==> src/rtl/mm_access_ctrl.sv <==
// mm_access_ctrl: data-memory access controller sitting in the MEM stage.
//
// A load or store presented by the EX/MEM register stalls the pipeline,
// issues a single registered request to the data memory, waits for dhit,
// captures load data, and then releases the pipeline for exactly one cycle.
// A halt from EX/MEM parks the controller in HALTED until reset.
//
// Optional feature (macro MM_TIMEOUT_EN): an ACCESS watchdog that aborts
// after TIMEOUT_CYCLES cycles without dhit. It sets the sticky mm_err flag
// and returns 32'hBAD0BAD0 for loads. With the macro undefined there is no
// counter, ACCESS waits forever and mm_err is tied low.
//
// Ports:
//   CLK, nRST            clock (rising edge), async active-low reset
//   dRENi, dWENi, halt   load/store/halt requests from EX/MEM
//   ALUOut, store        effective address and store data
//   dhit, dload          memory completion strobe and read data
//   dmemREN, dmemWEN     memory read/write request (ACCESS only)
//   dmemaddr, dmemstore  word-aligned address and store data, registered
//   mmload               captured load data for MEM/WB
//   pipe_en              pipeline register enable (0 = stall)
//   halt_out             sticky halt indication
//   mm_err               sticky timeout error
//   state_dbg            current FSM state (IDLE=0 ACCESS=1 DONE=2 HALTED=3)
//
// Request handshake: a request is accepted in IDLE whenever dRENi|dWENi is
// high and halt is low; the EX/MEM inputs are expected to stay stable while
// pipe_en is 0, and the transfer completes on the first ACCESS cycle with
// dhit=1 (or on timeout, when enabled).

module mm_access_ctrl #(
    parameter int TIMEOUT_CYCLES = 16
) (
    input  logic        CLK,
    input  logic        nRST,
    input  logic        dRENi,
    input  logic        dWENi,
    input  logic        halt,
    input  logic [31:0] ALUOut,
    input  logic [31:0] store,
    input  logic        dhit,
    input  logic [31:0] dload,
    output logic        dmemREN,
    output logic        dmemWEN,
    output logic [31:0] dmemaddr,
    output logic [31:0] dmemstore,
    output logic [31:0] mmload,
    output logic        pipe_en,
    output logic        halt_out,
    output logic        mm_err,
    output logic [1:0]  state_dbg
);

    typedef enum logic [1:0] {
        IDLE   = 2'd0,
        ACCESS = 2'd1,
        DONE   = 2'd2,
        HALTED = 2'd3
    } state_t;

    state_t state, next_state;
    logic   is_store;   // operation type latched on entry to ACCESS
    logic   start;      // IDLE -> ACCESS this cycle
    logic   timeout;    // watchdog expiry in the current ACCESS cycle

    assign state_dbg = state;
    // HALTED is only left through reset, so this is sticky by construction.
    assign halt_out  = (state == HALTED);

    always_comb begin
        next_state = state;
        pipe_en    = 1'b1;
        dmemREN    = 1'b0;
        dmemWEN    = 1'b0;
        start      = 1'b0;
        case (state)
            IDLE: begin
                if (halt) begin
                    next_state = HALTED;
                    pipe_en    = 1'b0;
                end else if (dRENi || dWENi) begin
                    next_state = ACCESS;
                    pipe_en    = 1'b0;
                    start      = 1'b1;
                end
            end
            ACCESS: begin
                pipe_en = 1'b0;
                // A simultaneous load+store request was latched as a store.
                dmemWEN = is_store;
                dmemREN = !is_store;
                if (dhit || timeout) next_state = DONE;
            end
            DONE:    next_state = IDLE;
            HALTED:  pipe_en    = 1'b0;
            default: next_state = IDLE;
        endcase
        // While reset is held the pipeline is released regardless of inputs.
        if (!nRST) pipe_en = 1'b1;
    end

    always_ff @(posedge CLK or negedge nRST) begin
        if (!nRST) begin
            state     <= IDLE;
            is_store  <= 1'b0;
            dmemaddr  <= 32'd0;
            dmemstore <= 32'd0;
            mmload    <= 32'd0;
        end else begin
            state <= next_state;
            if (start) begin
                is_store  <= dWENi;
                dmemaddr  <= {ALUOut[31:2], 2'b00};
                dmemstore <= store;
            end
            if (state == ACCESS && !is_store) begin
                if (dhit)         mmload <= dload;
                else if (timeout) mmload <= 32'hBAD0BAD0;
            end
        end
    end

`ifdef MM_TIMEOUT_EN
    localparam int CW = $clog2(TIMEOUT_CYCLES + 1);
    logic [CW-1:0] to_cnt;   // 1 in the first ACCESS cycle, 0 outside ACCESS

    assign timeout = (state == ACCESS) && (to_cnt == CW'(TIMEOUT_CYCLES));

    always_ff @(posedge CLK or negedge nRST) begin
        if (!nRST) begin
            to_cnt <= '0;
            mm_err <= 1'b0;
        end else begin
            if (start)
                to_cnt <= CW'(1);
            else if (state == ACCESS && !dhit && !timeout)
                to_cnt <= to_cnt + CW'(1);
            else
                to_cnt <= '0;
            // dhit in the expiry cycle counts as a normal completion.
            if (timeout && !dhit) mm_err <= 1'b1;
        end
    end

    logic unused_bits;
    assign unused_bits = ^ALUOut[1:0];
`else
    assign timeout = 1'b0;
    assign mm_err  = 1'b0;

    logic unused_bits;
    assign unused_bits = ^ALUOut[1:0] ^ (TIMEOUT_CYCLES == 0);
`endif

endmodule
==> config.mk <==
export PLATFORM = sky130hd
export DESIGN_NAME = mm_access_ctrl
export DESIGN_NICKNAME = d
export VERILOG_FILES = /design/src/rtl/mm_access_ctrl.sv
export SDC_FILE = /design/constraint.sdc
export NUM_CORES = 1
export LEC_CHECK = 0
export CAP_MARGIN = 25
export CORE_MARGIN = 10
export CORE_UTILIZATION = 45
export CTS_BUF_LIST = sky130_fd_sc_hd__clkbuf_2
export DETAILED_ROUTE_END_ITERATION = 10
export GPL_TIMING_DRIVEN = 0
export HOLD_SLACK_MARGIN = 0.08
export PLACE_DENSITY = 0.94
export SYNTH_ARGS = -nofsm -noshare
export SYNTH_HDL_FRONTEND = slang
export SYNTH_SLANG_ARGS = --single-unit
==> constraint.sdc <==
create_clock -name CLK -period 3.9 [get_ports CLK]
set_clock_uncertainty 0.2 [all_clocks]
set_input_delay 0.78 -clock CLK [delete_from_list [all_inputs] [get_ports CLK]]
set_output_delay 0.78 -clock CLK [all_outputs]
set_load 0.1 [all_outputs]
==> qor.csv <==
metric,value,unit
critical path arrival,2740,ps
post-synthesis xor/xnor area fraction,0,%
Post-Layout Cell Count,559,
mux contribution to synthesized area,34.0,%
Gate Count Post-Synth,229,
post-synthesis adder-cell area fraction,1.78,%
predominant post-synthesis flop cell,dfrtp_1,
largest family of logic cells by synthesized area,multiplexers,
"FFs w/ async S/R, synth",100,%
share of layout cells above drive strength 1,29.0,%
DRT Pass-1 Iters,4,
row cnt,35,
H-tree depth,3,
GRT met2 Usage,29.2,%
hold depth,1,
# diodes,0,
GRT Overall Usage,16.6,%
number of global-route vias before repair,3064,
via count,2650,
initial antenna violation count,0,
CP Launch Type,flop,
area occupied by multi-input gates,1600,um^2
io pins,205,
total grt overflow,0,
top post-synthesis cells by count,"97 x dfrtp_1, 90 x mux2_4, 6 x buf_12, 6 x ha_1, 5 x mux2_2",
Post-synth EDFFs,0,
die span in y,117,um
synth warn,0,
Yosys top cell area share,57.5,%
crit path capture type,primary output,
Setup crit end,dmemREN,
crit-path max FO,5,
Final min period,3720,ps
final setup fails,0,
"Clk pin slew, worst setup/hold paths",280,ps
R2R setup slack,1870,ps
CTS tree,yes,
fin crit share,95.5,%
"flops & latches, synth",97,
first-pass GRT wire length,17300,um
Critical Path RT,2920,ps
Core ar.,9200,um^2
hpwl dp,9140,um
Num CTS Buffers,9,
Initial Utilization,45.9,%
worst-margin pin slew,1020,ps
Via density,4.74,
CTS max path bufs,2,
met3 Track Usage GR,6.22,%
fmax,268,MHz
endpoints failing hold,0,
RePlAce Congestion,0.744,
largest cells by area after synthesis,"dfrtp_1 57%, mux2_4 32%, buf_12 2.8%",
DP Cell Count,542,
GRT busiest layer,met2,
Yosys cell types,20,
worst hold path type,reg2reg,
Fill cells,624,
status,completed,
Slew headroom,32.0,%
FF-to-FF Start,state_dbg[0]$_DFFE_PN0P_,
total setup buffers inserted after CTS,0,
"Avg Cell Area, Syn",18.4,um^2
area grow syn2layout,54.9,%
WL/cell,20.7,um
M1 GR Usage,17.6,%
WS Path Type,reg2out,
Synth Area in Compound Gates,0.504,%
Worst-Skew Late Latency,530,ps
R2R depth,6,
"Seq/Total Area, Yosys",57.5,%
DIE AREA,13700,um^2
initial drt markers,86,
Max-Cap Viols,0,
Mapped Area,4220,um^2
Simple-Gate Fraction of Synth Area,1.39,%
drc violations,0,
I/O Buffers,199,
Crit Reg-Reg Endpoint,dmemaddr[15]$_DFFE_PN0P_,
RSZ-0062 raised after global routing,false,
# clock sinks,97,
Die Span X,117,um
Worst setup startpoint,state_dbg[1]$_DFFE_PN0P_,
flip-flop and latch area,2430,um^2
Root Buffer,clkbuf_2,
post-detailed-route count of antenna-violating nets,0,
largest net degree at the start of global routing,52,
cell with the most instances after synthesis,dfrtp_1,
post-synth top area cell,dfrtp_1,
nets,551,
"Slew Viols, Final",0,
final WL,11600,um
critical path, stage by stage, from the launching register on:
cell,delay [ps]
dfrtp_1,490
inv_1,160
ha_1,230
and2b_1,180
clkdlybuf4s50_1,1150
final cells by class:
class | count | share of cell area [%]
Multi-Input combinational cell | 118 | 24.5
Clock inverter | 7 | 1.53
Sequential cell | 97 | 37.1
Tap cell | 111 | 2.12
Buffer | 13 | 2.87
Clock buffer | 9 | 0.689
Inverter | 3 | 0.172
Timing Repair Buffer | 201 | 31.0
per-layer routing:
layer  vias to the layer above  wire [um]
li1                       1214          -
met2                       113       5970
met5                         -          0
met3                        19       1070
met4                         0        274
met1                      1304       4250
cells in the final DEF (no fill, tap or decap), types with 2 or more instances in the layout:
cell,instances
inv_1,3
mux2_2,5
ha_1,6
dfrtp_1,97
buf_4,4
buf_12,6
inv_6,2
clkdlybuf4s50_1,197
conb_1,3
clkbuf_2,9
buf_6,4
mux2_4,90
clkinv_8,2
mux2i_1,3
nor3_1,2
kinds of logic after synthesis:
| kind of cell | after synthesis |
|---|---|
| AO/OA/AOI/OAI | 2 |
| adder cells (fa/ha/maj) | 6 |
| buffers and inverters | 16 |
| flip-flops | 97 |
| multiplexers | 98 |
| other | 1 |
| AND/OR/NAND/NOR | 9 |
through the flow:
step | setup WS, ps | hold WS [ps] | TNS [ps] | cell area [um^2] | util [%]
4_1_cts | 113 | 351 | 0 | 6540 | 71.1
6_report | 175 | 348 | 0 | 6540 | 71.1
2_1_floorplan | 211 | 284 | 0 | 4230 | -
3_5_place_dp | 148 | 293 | 0 | 6390 | 69.4
5_1_grt | 10.9 | 367 | 0 | 6540 | 71.1
3_3_place_gp | -2740 | 290 | -163750 | 6360 | 69.2
worst min-delay path by stage:
| stage | from | endpoint | slack [ps] |
|---|---|---|---|
| CTS | mmload[22]$_DFFE_PN0P_ | mmload[22]$_DFFE_PN0P_ | 350 |
| detailed placement | dmemaddr[13]$_DFFE_PN0P_ | dmemaddr[13]$_DFFE_PN0P_ | 290 |
| floorplan | nRST | dmemaddr[10]$_DFFE_PN0P_ | 280 |
| finish | dmemstore[8]$_DFFE_PN0P_ | dmemstore[8]$_DFFE_PN0P_ | 350 |
| global route | dmemaddr[13]$_DFFE_PN0P_ | dmemaddr[13]$_DFFE_PN0P_ | 370 |
| global placement | dmemstore[0]$_DFFE_PN0P_ | dmemstore[0]$_DFFE_PN0P_ | 290 |
repair_timing:
| action | CTS | global route |
|---|---|---|
| hold buffers | 1 | 0 |
| hold endpoints to repair | 46 | 0 |
| resized for setup | 1 | 0 |
| setup endpoints to repair | 1 | 0 |
state kept, by name (all words and copies together) (netlist names):
register   flops
dmemstore     32
state_dbg      2
is_store       1
dmemaddr      30
mmload        32
Power is left out: the tool's default activity adds up to more than one toggle a clock period on the data nets, which glitch-free logic cannot reach.
